[src/rtl/uart_hex_to_ps2.sv]
// uart_hex_to_ps2
// Turns typed ASCII hex commands from the host UART into single-byte PS/2
// commands. One or two hex digits followed by a space or CR make one byte,
// e.g. "F4 " sends 0xF4. The byte is handed to ps2_rxtx and the block waits
// for its completion tick, giving up after TIMEOUT_CYCLES.
//
// Ports:
//   clk          system clock, rising edge
//   reset        synchronous active-high reset
//   rx_empty     UART receive FIFO empty flag
//   r_data       UART FIFO head character (first-word fall-through)
//   rd_uart      one-cycle FIFO pop, same cycle the character is consumed
//   tx_done_tick completion pulse from ps2_rxtx
//   wr_ps2       one-cycle transmit request to ps2_rxtx
//   din          byte to transmit, held until the next command is sent
//   busy         high while a byte is being sent or awaited
//   err_tick     one-cycle pulse on a parse error or a send timeout
module uart_hex_to_ps2 #(
   parameter int TIMEOUT_CYCLES = 2_000_000,
   parameter int CW             = 21
) (
   input  logic       clk,
   input  logic       reset,
   input  logic       rx_empty,
   input  logic [7:0] r_data,
   output logic       rd_uart,
   input  logic       tx_done_tick,
   output logic       wr_ps2,
   output logic [7:0] din,
   output logic       busy,
   output logic       err_tick
);

   typedef enum logic [2:0] {
      S_IDLE,
      S_HI,
      S_LO,
      S_SEND,
      S_WAIT
   } state_t;

   localparam logic [CW-1:0] CNT_LAST = CW'(TIMEOUT_CYCLES - 1);

   state_t        state_q, state_d;
   logic [3:0]    hi_q, hi_d;
   logic [3:0]    lo_q, lo_d;
   logic [7:0]    din_q, din_d;
   logic [CW-1:0] cnt_q, cnt_d;

   // Returns {is_hex, is_term, nibble} for one ASCII character.
   function automatic logic [5:0] classify(input logic [7:0] c);
      logic       is_hex;
      logic       is_term;
      logic [3:0] nib;
      is_hex  = 1'b0;
      is_term = 1'b0;
      nib     = 4'h0;
      if (c >= 8'h30 && c <= 8'h39) begin
         is_hex = 1'b1;
         nib    = c[3:0];
      end else if ((c >= 8'h41 && c <= 8'h46) || (c >= 8'h61 && c <= 8'h66)) begin
         // 'A'/'a' have low nibble 1, so adding 9 yields 10..15
         is_hex = 1'b1;
         nib    = c[3:0] + 4'd9;
      end else if (c == 8'h20 || c == 8'h0D) begin
         is_term = 1'b1;
      end
      return {is_hex, is_term, nib};
   endfunction

   logic [5:0] cls;
   logic       c_hex;
   logic       c_term;
   logic [3:0] c_nib;

   assign cls    = classify(r_data);
   assign c_hex  = cls[5];
   assign c_term = cls[4];
   assign c_nib  = cls[3:0];

   always_comb begin
      state_d  = state_q;
      hi_d     = hi_q;
      lo_d     = lo_q;
      din_d    = din_q;
      cnt_d    = cnt_q;
      rd_uart  = 1'b0;
      wr_ps2   = 1'b0;
      err_tick = 1'b0;
      busy     = 1'b0;

      case (state_q)
         S_IDLE: begin
            if (!rx_empty) begin
               rd_uart = 1'b1;
               if (c_hex) begin
                  hi_d    = c_nib;
                  state_d = S_HI;
               end else if (!c_term) begin
                  err_tick = 1'b1;
               end
            end
         end
         S_HI: begin
            if (!rx_empty) begin
               rd_uart = 1'b1;
               if (c_hex) begin
                  lo_d    = c_nib;
                  state_d = S_LO;
               end else if (c_term) begin
                  // Loaded on entry to SEND so din is already valid with wr_ps2
                  din_d   = {4'h0, hi_q};
                  state_d = S_SEND;
               end else begin
                  err_tick = 1'b1;
                  state_d  = S_IDLE;
               end
            end
         end
         S_LO: begin
            if (!rx_empty) begin
               rd_uart = 1'b1;
               if (c_term) begin
                  din_d   = {hi_q, lo_q};
                  state_d = S_SEND;
               end else begin
                  err_tick = 1'b1;
                  state_d  = S_IDLE;
               end
            end
         end
         S_SEND: begin
            wr_ps2  = 1'b1;
            busy    = 1'b1;
            cnt_d   = '0;
            state_d = S_WAIT;
         end
         S_WAIT: begin
            busy  = 1'b1;
            cnt_d = cnt_q + CW'(1);
            // Completion wins over a timeout that expires in the same cycle
            if (tx_done_tick) begin
               state_d = S_IDLE;
            end else if (cnt_q == CNT_LAST) begin
               err_tick = 1'b1;
               state_d  = S_IDLE;
            end
         end
         default: begin
            state_d = S_IDLE;
         end
      endcase

      // Reset also silences the strobes in the reset cycle itself, so no
      // character is popped and no request escapes while reset is high.
      if (reset) begin
         rd_uart  = 1'b0;
         wr_ps2   = 1'b0;
         err_tick = 1'b0;
         busy     = 1'b0;
      end
   end

   always_ff @(posedge clk) begin
      if (reset) begin
         state_q <= S_IDLE;
         hi_q    <= 4'h0;
         lo_q    <= 4'h0;
         din_q   <= 8'h00;
         cnt_q   <= '0;
      end else begin
         state_q <= state_d;
         hi_q    <= hi_d;
         lo_q    <= lo_d;
         din_q   <= din_d;
         cnt_q   <= cnt_d;
      end
   end

   assign din = din_q;

endmodule
[config.mk]
export PLATFORM = sky130hd
export DESIGN_NAME = uart_hex_to_ps2
export DESIGN_NICKNAME = d
export VERILOG_FILES = /design/src/rtl/uart_hex_to_ps2.sv
export SDC_FILE = /design/constraint.sdc
export NUM_CORES = 1
export LEC_CHECK = 0
export ABC_CLOCK_PERIOD_IN_PS = 4810
export CORE_ASPECT_RATIO = 0.7
export CORE_MARGIN = 2
export CORE_UTILIZATION = 60
export DETAILED_ROUTE_END_ITERATION = 8
export PLACE_DENSITY = 0.92
export SYNTH_ARGS = -nofsm -noshare
export SYNTH_HDL_FRONTEND = slang
export SYNTH_SLANG_ARGS = --single-unit
[constraint.sdc]
create_clock -name clk -period 4.81 [get_ports clk]
set_input_delay 0.7215 -clock clk [delete_from_list [all_inputs] [get_ports clk]]
set_output_delay 0.7215 -clock clk [all_outputs]
set_load 0.005 [all_outputs]
==> flow_metrics.py, run 1 <==
metrics = {
    "floorplanning": {
        "die_w_um": 78.1,
        "dieArea_mm2": 0.00436,
        "coreArea_mm2": 0.00360,
        "initial_core_util": 0.640,
        "pin_count": 24,
        "die_h_um": 55.9,
        "rows": 18,
    },
    "synth": {
        "synthCells": 277,
        "synth.distinct_cells": 56,
        "syn_area_mm2": 0.00231,
        "ys_seq_area_frac": 0.347,
        "yosys_warnings": 0,
        "synth_edf_count": 0,
        "ys_seq_elements": 40,
        "yosysTopAreaCell": "dfxtp_1",
        "synth_area_leaders": "dfxtp_1 35%, a21oi_1 4.6%, nor2_1 3.4%, nand2_1 3.1%, mux2_2 2.9%",
        "synth_common_cells": "40 x dfxtp_1, 21 x a21oi_1, 21 x nor2_1",
        "async_reset_ff_frac": 0,
        "synth_top_area_frac": 0.347,
        "synth.net_count": 294,
        "synth.most_common_cell": "dfxtp_1",
        "avgSynthCellArea_um2": 8.32,
        "yosys_most_used_dff": "dfxtp_1",
    },
    "global_route": {
        "gr-total-overflow": 0,
        "grt_antenna_before_repair": 0,
        "track_usage": 0.267,
        "grt_pass1_wl_mm": 9.49,
        "grt_pass1_vias": 2085,
        "grt_max_degree": 35,
    },
    "cells_and_area": {
        "area_delta_synth_final_pct": 15.3,
        "antennaDiodeCount": 0,
        "drive_above_1_share": 0.0850,
        "fin_nets": 310,
        "utilization": 0.738,
        "stdcell_count": 344,
    },
    "routing": {
        "wl_per_cell_um": 16.0,
        "drc": 0,
        "num_vias": 2228,
        "wirelength_mm": 5.50,
        "via_per_inst": 6.48,
        "ant_nets": 0,
        "drtIter0Drc": 200,
        "firstDrtPassIters": 4,
    },
    "critical_path": {
        "cpLargestDelayFamily": "buffers and inverters",
        "path_class": "in -> out",
        "cp.depth": 8,
        "cp_slowest_cell": "or3b_2",
        "crit_buf_inv": 3,
        "r2r_start": "state_q[2]",
        "slowest_delay_ps": 530,
        "cp_data_arrival_time_ps": 3280,
        "cp-start-kind": "input pin",
        "worstRegToRegCells": 4,
        "path_cells": "clkdlybuf4s50_1, inv_1, ha_1, or3b_2, and3_1, o31ai_1, a22o_1, clkdlybuf4s50_1",
        "r2r_slack_ps": 2310,
        "crit_top_cell": "clkdlybuf4s50_1",
        "crit_required_ps": 4090,
        "rr_endpoint": "cnt_q[18]",
        "worstSetupEndpointType": "primary output",
        "crit_start": "r_data[1]",
        "crit_path_max_fanout": 7,
        "cp-endpoint": "err_tick",
    },
    "timing": {
        "worst_pin_slew_ps": 804,
        "fin_crit_ps": 4000,
        "fin_crit_sh": 0.831,
        "setup-violations-final": 0,
        "fin_skew_ps": 9.89,
        "drv_slew": 0,
        "rsz0062_at_grt": "no",
        "hold_viol": 0,
        "fin_setup_tns_ps": 0,
        "slew_headroom": 0.463,
        "fmax_mhz": 250,
    },
    "placement": {
        "hpwlAfterDp_mm": 3.86,
        "port_buffers": 23,
        "place_inst": 336,
        "place_congestion": 0.940,
    },
    "hold_path": {
        "min_path_cells": 2,
        "hold_path.class": "reg -> reg",
    },
    "clock_tree": {
        "cts_made_buffers": 5,
        "clock_path_buffers": 2,
        "cts_hold_buf": 0,
        "root_buffer": "clkbuf_8",
        "htree_levels": 2,
        "clk_latency_ps": 300,
        "cts_setup_buffers": 0,
        "cts-resized-gates": 0,
        "clkTransAtPathRegs_ps": 80,
        "clkSinkCount": 40,
        "cts_tree": "done",
    },
    "power_and_ir_drop": {
        "ir_drop_mv": 0.213,
        "powerDensity_mw_per_mm2": 251,
        "power_mw": 0.667,
        "p_leak_nw": 0.893,
    },
    "run_status": {
        "status": "complete, no violations",
    },
    "job": {
        "drv_cap": 0,
    },
}
==> cell families after synthesis <==
| kind of cell | Yosys count | share of synthesized area |
|---|---|---|
| buf+inv | 25 | 0.0494 |
| xor+xnor | 1 | 0.00380 |
| simple gates | 122 | 0.301 |
| flops | 40 | 0.347 |
| fa+ha+maj | 5 | 0.0271 |
| compound gates | 74 | 0.225 |
| mux | 10 | 0.0467 |
==> flip-flops by register name, indices dropped and copies added, names as in the netlist <==
register	count
din	8
state_q	3
hi_q	4
lo_q	4
cnt_q	21
==> layout by cell type, fill, tap and decap left out, types with 3 or more instances in the layout <==
cell	Yosys	routed
a211oi_1	7	7
a21oi_1	21	21
a311oi_1	5	5
and2_1	3	3
and3_1	8	8
buf_4	1	3
clkbuf_8	0	6
clkdlybuf4s50_1	0	23
dfxtp_1	40	40
ha_1	5	5
inv_1	7	7
mux2_2	6	6
mux2i_1	4	4
nand2_1	19	19
nand2b_1	5	5
nand3_1	12	12
nand3b_1	3	3
nand4_1	7	7
nor2_1	21	21
nor2b_1	5	5
nor3_1	7	7
nor4_1	6	6
nor4b_1	3	3
o211ai_1	5	5
o21ai_0	9	9
o311ai_0	4	4
or2_2	3	3
or3_1	3	3
or4_1	5	5
==> power breakdown <==
| part | switching [mW] | internal [mW] | leakage [nW] |
|---|---|---|---|
| logic | 0.0234 | 0.0191 | 0.509 |
| clock network | 0.122 | 0.170 | 0.0614 |
| registers | 0.00102 | 0.332 | 0.322 |
| total | 0.146 | 0.521 | 0.893 |
==> per-stage QoR <==
stage               worst slack, ps  cell area, um2  hold slack (ps)
finish                          811            2660              481
global route                    696            2660              505
CTS                             821            2660              486
detailed placement              857            2540              465
global placement                920            2540              455
floorplan                      1930            2310              448
==> worst min-delay path by stage <==
| stage | to | start | slack [ps] |
|---|---|---|---|
| 6_report | din[7] | din[7] | 480 |
| 5_1_grt | din[7] | din[7] | 500 |
| 4_1_cts | din[7] | din[7] | 490 |
| 3_5_place_dp | din[7] | din[7] | 460 |
| 3_3_place_gp | din[4] | din[4] | 460 |
| 2_1_floorplan | lo_q[1] | lo_q[1] | 450 |
==> per-layer routing <==
layer	global-route usage	part of all wire	wire length, um
met1	0.388	0.47	2570
met3	0.0617	0.080	441
met4	0.0877	0.0073	40
met5	0	0	0
met2	0.388	0.45	2450
==> worst register-to-register path: cells and delay by family (launching register included) <==
family	cells	cell delay, ps
AND/OR/NAND/NOR	3	1790
flip-flops	1	500
AO/OA/AOI/OAI	1	150
==> area by class of cell <==
cell class / instances / area, um2
Clock inverter: 2 / 38.8
Timing Repair Buffer: 26 / 253
Inverter: 8 / 30.0
Clock buffer: 6 / 82.6
Multi-Input combinational cell: 212 / 1390
Tap cell: 50 / 62.6
Sequential cell: 40 / 801
Fill cell: 271 / 945
Power figures use the tool's default switching activity.
==> run 2, diff against run 1 <==
- ABC_CLOCK_PERIOD_IN_PS: 4810 -> 4000
- CORE_UTILIZATION: 60 -> 56
- PLACE_DENSITY: 0.92 -> 0.87
- clock period: 4.81 -> 4 ns (I/O delays scaled with it)
==> run 2 against run 1 <==
Effect of this change:
- combinational power is 24% higher
- clock power is 15% higher
- sequential share of layout area stayed put
- final cell count is 0.87% higher
- critical endpoint unchanged
- sequential power is 20% higher
- hold slack worse by 5.6 ps
- first-iteration DRC count is 25% lower
- clock skew is 5.2 ps lower
- design area stayed put
- largest power group unchanged
- register-to-register slack worse by 860 ps
- utilization is 6.4 points lower
==> flow_metrics.py, run 2 (synthesized netlist as in run 1, its figures left out) <==
metrics = {
    "routing": {
        "ant_nets": 0,
        "drtIter0Drc": 151,
        "drc": 0,
        "firstDrtPassIters": 4,
        "wirelength_mm": 5.82,
        "num_vias": 2249,
        "via_per_inst": 6.48,
        "wl_per_cell_um": 16.8,
    },
    "power_and_ir_drop": {
        "power_mw": 0.788,
        "clkPwrFrac": 0.425,
        "netSwitchingFraction": 0.230,
        "powerDensity_mw_per_mm2": 296,
        "sequentialPowerShare": 0.508,
        "ir_drop_mv": 0.198,
        "p_leak_nw": 0.890,
        "power.switching_mw": 0.181,
        "combPwrFrac": 0.067,
        "internal_power_mw": 0.607,
    },
    "cells_and_area": {
        "largest_register_ffs": 21,
        "layout_common_cells": "40 x dfxtp_1, 23 x clkdlybuf4s50_1, 21 x a21oi_1, 21 x nor2_1, 19 x nand2_1",
        "drive_above_1_share": 0.0881,
        "mostFrequentLayoutCell": "dfxtp_1",
        "fin_nets": 311,
        "final_area_mm2": 0.00266,
        "area_delta_synth_final_pct": 15.3,
        "antennaDiodeCount": 0,
        "max_flop_register": "cnt_q",
    },
    "global_route": {
        "grt_antenna_before_repair": 0,
        "grt_pass1_wl_mm": 9.77,
        "gr-total-overflow": 0,
        "grt_pass1_vias": 2025,
        "track_usage": 0.272,
        "grt_max_degree": 36,
    },
    "placement": {
        "place_congestion": 0.922,
        "placed_area_mm2": 0.00255,
        "pre_cts_ws_ps": 280,
        "hpwlAfterDp_mm": 3.97,
        "port_buffers": 23,
    },
    "critical_path": {
        "crit_buf_inv": 3,
        "cpLargestDelayFamily": "buffers and inverters",
        "path_class": "in -> out",
        "crit_top_cell": "clkdlybuf4s50_1",
        "crit_path_max_fanout": 7,
        "crit_required_ps": 3400,
        "slowest_delay_ps": 530,
        "cp_data_arrival_time_ps": 3200,
        "cp_slowest_cell": "or3b_2",
        "worstSetupEndpointType": "primary output",
        "path_cells": "clkdlybuf4s50_1, inv_1, ha_1, or3b_2, and3_1, o31ai_1, a22o_1, clkdlybuf4s50_1",
        "cp-start-kind": "input pin",
    },
    "clock_tree": {
        "clock_path_buffers": 2,
        "clkSinkCount": 40,
        "cts_setup_buffers": 0,
        "cts_tree": "done",
        "htree_levels": 2,
        "cts_hold_buf": 0,
        "root_buffer": "clkbuf_8",
        "clkTransAtPathRegs_ps": 80,
        "cts-resized-gates": 0,
        "cts_made_buffers": 5,
        "clk_latency_ps": 300,
    },
    "timing": {
        "fin_setup_tns_ps": 0,
        "worst_pin_slew_ps": 708,
        "fin_skew_ps": 4.69,
        "setup-violations-final": 0,
        "slew_headroom": 0.527,
        "postLayoutSetupSlackWorst_ps": 199,
        "drv_slew": 0,
        "fmax_mhz": 263,
        "hold_viol": 0,
        "fin_crit_ps": 3800,
        "rsz0062_at_grt": "no",
        "fin_crit_sh": 0.950,
    },
    "floorplanning": {
        "rows": 19,
        "dieArea_mm2": 0.00466,
        "die_w_um": 80.7,
        "die_h_um": 57.7,
        "initial_core_util": 0.584,
        "pin_count": 24,
        "coreArea_mm2": 0.00395,
    },
    "hold_path": {
        "hold_path.class": "reg -> reg",
    },
    "run_status": {
        "status": "complete, no violations",
    },
    "job": {
        "drv_cap": 0,
    },
}
run 2: changes by cell type in the layout (fill, tap and decap cells not counted):
cell | before | now
buf_4 | 3 | 4
clkinvlp_4 | 0 | 1
clkbuf_8 | 6 | 5
clkinv_2 | 0 | 1
clkinv_4 | 1 | 0
run 2: worst paths after layout:
kind / startpoint / to / slack [ps] / cells past startpoint
worst min-delay path: din[7] / din[7] / 470 / 2
worst max-delay path: r_data[1] / err_tick / 200 / 8
worst min register to register: din[7] / din[7] / 470 / 2
worst max register to register: state_q[2] / cnt_q[18] / 1450 / 4
run 2: layout make-up:
type                       count  area, um2
tap                           52       65.1
inverter                       8       30.0
sequential                    40        801
clock buffer                   5       68.8
clock inverter                 3       42.5
timing repair buffer          27        260
multi-input combinational    212       1390
fill                         342       1290
run 2: power by group through the flow:
stage / logic, mW / clock network, mW / registers [mW]
floorplan: 0.0275 / 0 / 0.409
global placement: 0.0501 / 0 / 0.410
detailed placement: 0.0512 / 0 / 0.410
CTS: 0.0517 / 0.336 / 0.400
global route: 0.0573 / 0.352 / 0.400
finish: 0.0526 / 0.335 / 0.400
run 2: metrics by stage:
step	util	hold WS [ps]	std cells
2_1_floorplan	-	448	277
6_report	0.674	475	347
5_1_grt	0.674	511	347
4_1_cts	0.674	477	347
3_3_place_gp	0.646	457	339
3_5_place_dp	0.646	462	339
run 2: worst register-to-register path: cells and delay by family, from the launching register on:
kind | cells | cell delay (ps)
flip-flops | 1 | 560
AO/OA/AOI/OAI | 1 | 140
AND/OR/NAND/NOR | 3 | 1790
run 2: per-layer routing:
layer / routed length [um] / GRT usage / part of all wire
met5: 0 / 0 / 0
met4: 66 / 0.0823 / 0.011
met3: 459 / 0.0592 / 0.079
met2: 2550 / 0.411 / 0.44
met1: 2750 / 0.393 / 0.47
==> run 3, diff against run 2 <==
- CTS_CLUSTER_DIAMETER: default -> 80
==> results of run 3 <==
No change in the layout: final DEF, timing and power equal those of run 2.
